File: src/rtl/blink_arbiter.sv
// Round-robin owner of one shared LED blinker: grants a requester and runs BLINKS on/off pulses.
// Optional macro BLINK_ARB_ABORT_EN: dropping the granted request returns to idle without o_done.
module blink_arbiter #(
   parameter int unsigned N_REQ   = 4,
   parameter int unsigned ON_CYC  = 8,
   parameter int unsigned OFF_CYC = 8,
   parameter int unsigned BLINKS  = 3,
   parameter int unsigned CNT_W   = 8,
   localparam int unsigned IDX_W  = $clog2(N_REQ)
) (
   input  logic             i_clk,
   input  logic             i_rst_n,
   input  logic [N_REQ-1:0] i_req,
   output logic [N_REQ-1:0] o_gnt,
   output logic             o_out,
   output logic             o_busy,
   output logic [3:0]       o_blink_idx,
   output logic             o_done,
   output logic [IDX_W-1:0] o_done_id
);

   localparam logic [CNT_W-1:0] ON_LAST  = CNT_W'(ON_CYC - 1);
   localparam logic [CNT_W-1:0] OFF_LAST = CNT_W'(OFF_CYC - 1);
   localparam logic [3:0]       IDX_LAST = 4'(BLINKS - 1);
   localparam logic [IDX_W-1:0] REQ_TOP  = IDX_W'(N_REQ - 1);

   typedef enum logic [1:0] {StIdle, StOn, StOff} state_e;

   state_e           state_q, state_d;
   logic [CNT_W-1:0] cnt_q, cnt_d;
   logic [3:0]       idx_q, idx_d;
   logic [N_REQ-1:0] gnt_q, gnt_d;
   logic             out_q, out_d;
   logic             done_q, done_d;
   logic [IDX_W-1:0] done_id_q, done_id_d;
   logic [IDX_W-1:0] last_q, last_d;

   logic             pick_found;
   logic [IDX_W-1:0] pick_idx;
   logic [IDX_W-1:0] cand;

   // Scan from last_q+1 upward, wrapping, so the most recent winner has lowest priority.
   always_comb begin
      pick_found = 1'b0;
      pick_idx   = '0;
      cand       = last_q;
      for (int unsigned k = 0; k < N_REQ; k++) begin
         cand = (cand == REQ_TOP) ? '0 : cand + IDX_W'(1);
         if (!pick_found && i_req[cand]) begin
            pick_found = 1'b1;
            pick_idx   = cand;
         end
      end
   end

   always_comb begin
      state_d   = state_q;
      cnt_d     = cnt_q;
      idx_d     = idx_q;
      gnt_d     = gnt_q;
      out_d     = out_q;
      done_d    = 1'b0;
      done_id_d = done_id_q;
      last_d    = last_q;
      unique case (state_q)
         StIdle: begin
            if (pick_found) begin
               state_d = StOn;
               cnt_d   = '0;
               idx_d   = '0;
               gnt_d   = N_REQ'(1) << pick_idx;
               out_d   = 1'b1;
               last_d  = pick_idx;
            end
         end
         StOn: begin
            if (cnt_q == ON_LAST) begin
               state_d = StOff;
               cnt_d   = '0;
               out_d   = 1'b0;
            end else begin
               cnt_d = cnt_q + CNT_W'(1);
            end
         end
         StOff: begin
            if (cnt_q == OFF_LAST) begin
               cnt_d = '0;
               if (idx_q < IDX_LAST) begin
                  idx_d   = idx_q + 4'd1;
                  state_d = StOn;
                  out_d   = 1'b1;
               end else begin
                  state_d   = StIdle;
                  idx_d     = '0;
                  gnt_d     = '0;
                  done_d    = 1'b1;
                  done_id_d = last_q;
               end
            end else begin
               cnt_d = cnt_q + CNT_W'(1);
            end
         end
         default: state_d = StIdle;
      endcase
`ifdef BLINK_ARB_ABORT_EN
      // last_q is left on the aborted index so priority rotates past it.
      if (state_q != StIdle && !(|(i_req & gnt_q))) begin
         state_d = StIdle;
         cnt_d   = '0;
         idx_d   = '0;
         gnt_d   = '0;
         out_d   = 1'b0;
         done_d  = 1'b0;
      end
`endif
   end

   always_ff @(posedge i_clk or negedge i_rst_n) begin
      if (!i_rst_n) begin
         state_q   <= StIdle;
         cnt_q     <= '0;
         idx_q     <= '0;
         gnt_q     <= '0;
         out_q     <= 1'b0;
         done_q    <= 1'b0;
         done_id_q <= '0;
         last_q    <= REQ_TOP;
      end else begin
         state_q   <= state_d;
         cnt_q     <= cnt_d;
         idx_q     <= idx_d;
         gnt_q     <= gnt_d;
         out_q     <= out_d;
         done_q    <= done_d;
         done_id_q <= done_id_d;
         last_q    <= last_d;
      end
   end

   assign o_gnt       = gnt_q;
   assign o_busy      = |gnt_q;
   assign o_out       = out_q;
   assign o_blink_idx = idx_q;
   assign o_done      = done_q;
   assign o_done_id   = done_id_q;

endmodule

File: config.mk
export PLATFORM = sky130hd
export DESIGN_NAME = blink_arbiter
export DESIGN_NICKNAME = d
export VERILOG_FILES = /design/src/rtl/blink_arbiter.sv
export SDC_FILE = /design/constraint.sdc
export NUM_CORES = 1
export LEC_CHECK = 0
export ABC_CLOCK_PERIOD_IN_PS = 5700
export CORE_MARGIN = 1.5
export CORE_UTILIZATION = 35
export DETAILED_ROUTE_END_ITERATION = 8
export PLACE_DENSITY_LB_ADDON = 0.2
export SYNTH_ARGS = -nofsm -noshare
export SYNTH_HDL_FRONTEND = slang
export SYNTH_SLANG_ARGS = --single-unit
File: constraint.sdc
create_clock -name i_clk -period 5.7 [get_ports i_clk]
set_clock_uncertainty 0.1 [all_clocks]
set_input_delay 1.14 -clock i_clk [delete_from_list [all_inputs] [get_ports i_clk]]
set_output_delay 1.14 -clock i_clk [all_outputs]
set_load 0.005 [all_outputs]
======== Word level (Yosys, flattened, before mapping) ========
Index checks and enable logic that the tools add are counted.
storage, ports and cells
  register bits ........................... 24
  word-level logic and storage cells ...... 96
  input port bits ......................... 6
  output and inout bits ................... 13
operators by class
  shift operators ......................... 1
  eq/ne operators ......................... 12
  $lt $le $gt $ge ......................... 5
  $add $sub $neg .......................... 6
  bitwise operators ....................... 1
  reduce and logical (&&, ||, !) cells .... 19
  mux-type cells .......................... 44
operators with widths
  cell                   count
  $mux W4                6
  $mux W2                11
  $mux W1                16
  $mux W8                2
  $pmux W4 S2            2
  $pmux W8 S2            1
  $lt A2 B3 Y1 const B   4
  $eq A2 B2 Y1 const B   5
  $ne A2 B2 Y1 const B   5
  $reduce_and A3 Y1      3
  $add A2 B1 Y2 const B  4
  $add A8 B1 Y8 const B  1
  $bmux W1 S2            4
  $eq A8 B3 Y1 const B   1
  $pmux W2 S3            1
  $reduce_and A5 Y1      1
  $add A4 B1 Y4 const B  1
  $lt A4 B2 Y1 const B   1
  $reduce_and A2 Y1      2
  $reduce_and A4 Y1      1
  $reduce_bool A2 Y1     2
  $reduce_or A4 Y1       1
  $shl A1 B2 Y4 const A  1
  $logic_and A1 B1 Y1    3
  7 further kinds        9

======== Depth between registers and ports, before layout ========
Gate-level depths: netlist of run 1.
  word-level depth ........................ 17
  gate-level depth with buffers ........... 7
  depth with buffers taken out ............ 6

======== Worst setup path after synthesis of run 1 ========
Ideal clock, no wire load.
  path type ............................... input-to-reg
  start point ............................. in i_req[0]
  end point ............................... reg gnt_q[3], in the netlist o_gnt[3]
  setup time .............................. 0.126 ns
  setup slack ............................. 3.162 ns
  required time ........................... 5.474 ns
  stages .................................. 5
  arrival ................................. 2.312 ns
  path buffers ............................ 1
  cells stage by stage .................... clkbuf_1 -> o41ai_1 -> nor2_1 -> a32oi_1 -> o21ai_1
on the way
  cells in the longest elaborated chain, start to end .. 15
  elaborated cells between the ends (all ways) .. 27
  those cells by class .................... eq/ne: 1; shift: 1; mux: 18; reduce/logical: 7
ends and longest elaborated chain
  item                           RTL line  source
  start, declared                13        input logic [N_REQ-1:0] i_req,
  $bmux W1 S2                    49        if (!pick_found && i_req[cand]) begin
  $mux W1 (implied by the code)  49
  $mux W1                        49
  $logic_not A1 Y1               49
  $logic_and A1 B1 Y1            49
  $mux W1                        49
  $logic_not A1 Y1               49
  $logic_and A1 B1 Y1            49
  $mux W1                        49
  $logic_not A1 Y1               49
  $logic_and A1 B1 Y1            49
  $mux W2                        49
  $shl A1 B2 Y4                  71        gnt_d = N_REQ'(1) << pick_idx;
  $mux W4                        67        if (pick_found) begin
  $pmux W4 S2                    65        unique case (state_q)
  end signal, assigned           132       gnt_q <= gnt_d;
  end, declared                  32        logic [N_REQ-1:0] gnt_q, gnt_d;
Parallel ways exist; a longest one is shown, timed or not. The select of a mux whose other input is x is not followed.
A chain may end at the register's enable or synchronous reset.

======== Worst setup path in the final report of run 1 ========
  start point ............................. in i_req[2]
  end point ............................... reg gnt_q[3], in the netlist o_gnt[3]
Same word-level chain as after synthesis.

==> out/qor.csv, run 1 <==
stage,metric,value,unit
sta,Final setup viols,0,
sta,Worst Tran Pin Value,1.058,ns
clocking,Sink Count,24,
cells_and_area,post-route cell area,0.001862,mm2
floorplan,io pins,19,
sta,FMAX,320.3,MHz
clocking,cts hold-fix bufs,0,
global_route,total grt overflow,0,
drt,drt wl/cell,14.30,um
synth,"Seq/Total Area, Yosys",0.3748,
synth,"Cell Area, Synth",0.001609,mm2
clocking,Root Buffer,clkbuf_8,
floorplan,Initial Utilization,0.3670,
synth,synthesized netlist net count,191,
synth,adder-cell area share of the yosys netlist,0.06221,
synth,"flops & latches, synth",24,
cells_and_area,most frequent cells in the layout,"dfrtp_1, clkdlybuf4s50_1, o21ai_0",
drt,DR vias/cell,5.747,
clocking,worst skew pair latency,0.27,ns
sta,Rel. slew slack,0.2924,
floorplan,row cnt,24,
drt,Iter 0 DRT Violations,63,
placement,area post-placement,0.001790,mm2
synth,Netlist cell types,52,
global_route,first-pass GRT wire length,5.920,mm
cells_and_area,n_diodes,0,
worst_hold_path,worst hold path class,flip-flop to flip-flop,
worst_setup_path,crit path capture type,flip-flop,
clocking,CTS tree,yes,
placement,RD Place Congestion,0.8458,
floorplan,Die Ht,70.81,um
worst_setup_path,r2r setup slk,3.01,ns
drt,vias post-DR,1385,
synth,Post-synth EDFFs,0,
power,Static Leak,0.0008253,uW
clocking,H-tree levels,1,
sta,crit path time final,3.122,ns
sta,Final period util,0.5477,
global_route,Total GRT Usage,0.1410,
cells_and_area,Area Overhead vs Synth,15.71,%
worst_setup_path,worst path arrival time,3.23,ns
cells_and_area,Final Net Count,204,
worst_setup_path,CP Launch Type,primary input,
sta,Fin Setup TNS,0,ns
drt,Post-DRT Antenna Nets,0,
placement,Final HPWL DP,2.470,mm
synth,xor-xnor portion of the synthesized cell area,0,
clocking,clock buffer depth,2,
synth,Synth Area in Compound Gates,0.2154,
worst_setup_path,critical path class,primary input to flip-flop,
sta,unrepaired setup endpoints after global routing,no,
cells_and_area,"commonest non-fill, non-tap cell in the layout",dfrtp_1,
synth,"Primary FF master, synth",dfrtp_1,
worst_setup_path,CP required,5.81,ns
power,pwr dens,466.7,mW/mm2
clocking,buffer count from post-CTS setup fixing,0,
clocking,CTS buffer count,3,
drt,final routed DRC violation total,0,
sta,pins over their slew limit,0,
drt,final wirelength,3.446,mm
floorplan,Die ar.,0.005013,mm2
placement,I/O Buffers,18,
global_route,vias in the first global route,1341,
synth,mux contribution to synthesized area,0.04588,
floorplan,die width,70.81,um
cells_and_area,layout cells sized above 1,0.08466,
synth,largest family of logic cells by synthesized area,simple AND/OR/NAND/NOR gates,
status,outcome,finished clean,
floorplan,area of the core,0.004384,mm2
worst_setup_path,worst-path maximum fanout,14,
global_route,pin count of the biggest net entering global routing,25,
synth,Avg Synthesized Cell Area,9.091,um2
clocking,clock-pin slew on the worst setup and hold paths,0.09,ns
power,peak supply drop,213.4,uV
job,Max Cap Viol,0,
clocking,CTS resizes,0,
synth,cells after synthesis,177,
drt,Initial DRT Pass Iterations,4,
synth,async set-reset flop share out of synthesis,1.000,
global_route,initial antenna violation count,0,
sta,Final Hold Violating Endpoints,0,
synth,Ys Warns,0,
synth,simple-gate share of the synthesized area,0.2434,
report_power, final:
| group | leakage [uW] | switching [uW] | total (uW) | internal, uW |
|---|---|---|---|---|
| logic | 0.000474 | 262 | 456 | 194 |
| clock network | 0.0000357 | 57.0 | 151 | 94.0 |
| registers | 0.000316 | 47.3 | 262 | 215 |
| total | 0.000825 | 366 | 869 | 503 |
through the flow:
step | utilization | instances | hold slack [ns] | power [uW] | worst slack (ns)
final | 0.4247 | 241 | 0.3898 | 868.9 | 2.578
after global routing | 0.4247 | 241 | 0.4181 | 934.5 | 2.455
after CTS | 0.4247 | 241 | 0.3910 | 869.0 | 2.640
after detailed placement | 0.4084 | 237 | 0.3731 | 712.9 | 2.353
after global placement | 0.4084 | 237 | 0.3762 | 697.8 | 2.442
after floorplan | - | 177 | 0.3359 | 624.3 | 3.162
area by class of cell:
class,instances,area [um2]
flip-flops and latches,24,603.1
clock inverters,1,30.03
inverters,8,30.03
fillers,434,2522
repair buffers,18,180.2
well taps,52,65.06
multi-input cells,135,912.1
clock buffers,3,41.29
worst max-delay path, stage by stage:
cell	delay, ns
clkdlybuf4s50_1	0.72
nor4bb_1	0.45
o21ai_0	0.13
a21boi_0	0.51
a32oi_1	0.18
o21ai_1	0.10
kinds of logic (layout without fill, tap and decap cells):
group                    count (synthesis)  count (layout)
flip-flops                              24              24
multiplexers                             7               7
adder cells (fa/ha/maj)                  8               8
AO/OA/AOI/OAI                           52              52
buffers and inverters                   18              30
AND/OR/NAND/NOR                         68              68
routing by layer:
layer,GRT usage,vias to the layer above,share of wire
met5,0,-,0
met4,0.02096,0,0.0061
met3,0.03846,4,0.044
met2,0.2388,32,0.46
li1,-,672,-
met1,0.1848,677,0.49
Yosys cell counts (2+ instances only):
master	n	area (um2)
dfrtp_1	22	550.5
nand2_1	16	60.06
a22o_1	2	17.52
nand2b_1	3	18.77
nand4b_1	2	17.52
o21ai_0	17	85.08
clkbuf_1	3	11.26
a21oi_1	5	25.02
ha_1	8	100.1
a31oi_1	3	18.77
o21ai_1	2	10.01
a32oi_1	4	35.03
or3_1	2	12.51
and3b_1	2	17.52
o21a_1	2	15.01
o41ai_1	2	17.52
mux2_2	3	33.78
a22oi_1	2	15.01
buf_2	4	20.02
mux2i_1	4	40.04
o31ai_1	5	37.54
nor2b_1	4	25.02
nand3_1	3	15.01
and3_1	5	31.28
inv_1	8	30.03
nor3_1	3	15.01
dfstp_2	2	52.55
nor2_1	15	56.30
final timing paths:
check / start / end / cells past startpoint
setup / recovery: i_req[2] / o_gnt[3] / 6
min in group asynchronous: i_rst_n / o_gnt[1] / 1
hold reg to reg: cnt_q[7] / cnt_q[7] / 1
max in group asynchronous: i_rst_n / cnt_q[2] / 1
hold / removal: cnt_q[7] / cnt_q[7] / 1
setup reg to reg: last_q[0] / o_gnt[3] / 6
state kept, by name (all words and copies together) (netlist names):
signal and flops:
cnt_q 8, o_blink_idx 4, o_gnt 4, last_q 2, o_done_id 2, state_q 2, o_done 1, o_out 1
No activity file was read; power rests on OpenSTA's default activity.
==> inputs of run 2 (changes only) <==
ABC_CLOCK_PERIOD_IN_PS = 2700   (was 5700)
clock period = 2.7 ns   (was 5.7 ns; I/O delays follow)
==> run 2 against run 1 <==
Compared with the run above: sequential power up 97%; largest power group unchanged; critical endpoint is now last_q[1]; register-to-register slack worse by 2.7 ns; critical path type is now flip-flop to flip-flop; cell count up 2.9%; wire length rose by 1.1%; power is 100% higher; via count shrank 3.0%; highest routed layer unchanged; non-clock buffer count up 8; clock-buffer cell count is the same; sequential cell count is the same; sequential share of layout area fell by 0.51 points; global-route usage increased by 0.19 points; die area is the same.
==> out/qor.csv, run 2 (synthesis gave the netlist of run 1 again) <==
stage,metric,value,unit
floorplan,area of the core,0.004384,mm2
clocking,Sink Count,24,
worst_setup_path,"Critical Path, Cell by Cell",ha_1 -> nor4bb_1 -> o21ai_0 -> a21boi_0 -> buf_4 -> nor2_1 -> a21oi_1,
sta,Final setup viols,0,
placement,I/O Buffers,18,
clocking,worst skew pair latency,0.26,ns
cells_and_area,final core occ,0.4315,
sta,crit path time final,2.372,ns
worst_hold_path,worst hold path class,flip-flop to flip-flop,
worst_setup_path,worst-path maximum fanout,13,
sta,Worst Tran Pin Value,0.5479,ns
cells_and_area,n_diodes,0,
cells_and_area,"commonest non-fill, non-tap cell in the layout",dfrtp_1,
drt,final routed DRC violation total,0,
drt,Post-DRT Antenna Nets,0,
global_route,total grt overflow,0,
worst_setup_path,critical path class,flip-flop to flip-flop,
placement,Final HPWL DP,2.618,mm
power,Psw,756.5,uW
sta,Fin Setup TNS,0,ns
clocking,cts hold-fix bufs,0,
worst_setup_path,"Slowest-stage cell, CP",dfstp_2,
cells_and_area,most frequent cells in the layout,"dfrtp_1, clkdlybuf4s50_1, o21ai_0",
job,Max Cap Viol,0,
power,Sw Ratio,0.4336,
clocking,clock-pin slew on the worst setup and hold paths,0.08,ns
drt,DR vias/cell,5.415,
sta,pins over their slew limit,0,
worst_setup_path,worst path arrival time,2.46,ns
sta,worst hold slack,0.3773,ns
clocking,CTS buffer count,3,
power,peak supply drop,368.9,uV
cells_and_area,Largest Register,cnt_q,
sta,FMAX,421.5,MHz
floorplan,Die ar.,0.005013,mm2
power,clock power share,0.117,
clocking,Root Buffer,clkbuf_8,
power,Reg power frac,0.296,
status,outcome,finished clean,
worst_setup_path,CP Launch Type,flip-flop,
sta,"crit path setup slack, layout",0.3276,ns
placement,dpl ws,0.1391,ns
power,Static Leak,0.0008500,uW
cells_and_area,layout cells sized above 1,0.1173,
cells_and_area,max reg flops,8,
floorplan,die width,70.81,um
drt,Iter 0 DRT Violations,69,
floorplan,io pins,19,
drt,vias post-DR,1343,
placement,RD Place Congestion,0.8228,
global_route,pin count of the biggest net entering global routing,25,
drt,final wirelength,3.484,mm
power,Int Power,988.3,uW
cells_and_area,# fillers,434,
clocking,clock buffer depth,2,
clocking,H-tree levels,1,
drt,Initial DRT Pass Iterations,4,
floorplan,row cnt,24,
sta,Final period util,0.8787,
global_route,first-pass GRT wire length,5.865,mm
sta,Rel. slew slack,0.6309,
power,pwr dens,922.3,mW/mm2
global_route,Total GRT Usage,0.1429,
clocking,buffer count from post-CTS setup fixing,0,
worst_setup_path,crit path capture type,flip-flop,
drt,drt wl/cell,14.05,um
floorplan,Die Ht,70.81,um
global_route,initial antenna violation count,0,
cells_and_area,Final Net Count,212,
floorplan,Initial Utilization,0.3670,
cells_and_area,Area Overhead vs Synth,17.57,%
clocking,CTS tree,yes,
power,Comb pwr share,0.587,
sta,unrepaired setup endpoints after global routing,no,
clocking,CTS resizes,0,
worst_setup_path,CP required,2.79,ns
global_route,vias in the first global route,1270,
worst_setup_path,"slowest stage delay, CP",0.57,ns
sta,Final Hold Violating Endpoints,0,
==> run 2: changes by cell type in the layout (fill, tap and decap cells not counted), sizes merged <==
cell	delta
buf	+8
bufinv	-1
==> run 2: cell type report <==
cell class / instances / area (um2) / area share
multi-input cells: 135 / 912.1 / 0.4821
flip-flops and latches: 24 / 603.1 / 0.3188
repair buffers: 26 / 240.2 / 0.1270
well taps: 52 / 65.06 / 0.03439
clock buffers: 3 / 41.29 / 0.02183
inverters: 8 / 30.03 / 0.01587
==> run 2: power by group through the flow <==
| stage | Combinational, uW | Sequential (uW) | Clock, uW |
|---|---|---|---|
| floorplan | 810 | 508 | 0 |
| global placement | 992 | 519 | 0 |
| detailed placement | 1020 | 524 | 0 |
| CTS | 1030 | 518 | 219 |
| global route | 1150 | 528 | 228 |
| finish | 1020 | 517 | 204 |
==> run 2: metrics by stage <==
stage / total power [uW] / cell area (um2) / instances
floorplan: 1318 / 1609 / 177
global placement: 1510 / 1851 / 245
detailed placement: 1547 / 1851 / 245
CTS: 1763 / 1892 / 248
global route: 1904 / 1892 / 248
finish: 1745 / 1892 / 248
==> run 2: worst paths after layout <==
kind                            from         to  slack, ns  cells after the start
max                        last_q[1]  last_q[1]       0.33                      7
min                         cnt_q[7]   cnt_q[7]       0.38                      1
max reg2reg                last_q[1]  last_q[1]       0.33                      7
min reg2reg                 cnt_q[7]   cnt_q[7]       0.38                      1
max in group asynchronous    i_rst_n  last_q[0]       1.67                      2
min in group asynchronous    i_rst_n   o_gnt[2]       0.54                      2
==> run 2: routing by layer <==
metal	wire, um	vias to the layer above	global-route usage
met5	0	-	0
met4	18	0	0.02516
met3	150	2	0.02991
met2	1536	25	0.2285
met1	1779	628	0.2032
li1	-	688	-
==> run 2: critical path, delay by kind of cell, from the launching register on <==
family                   cells  cell delay [ns]
AO/OA/AOI/OAI                3             0.53
adder cells (fa/ha/maj)      1             0.42
buffers and inverters        1             0.17
flip-flops                   1             0.57
AND/OR/NAND/NOR              2             0.50
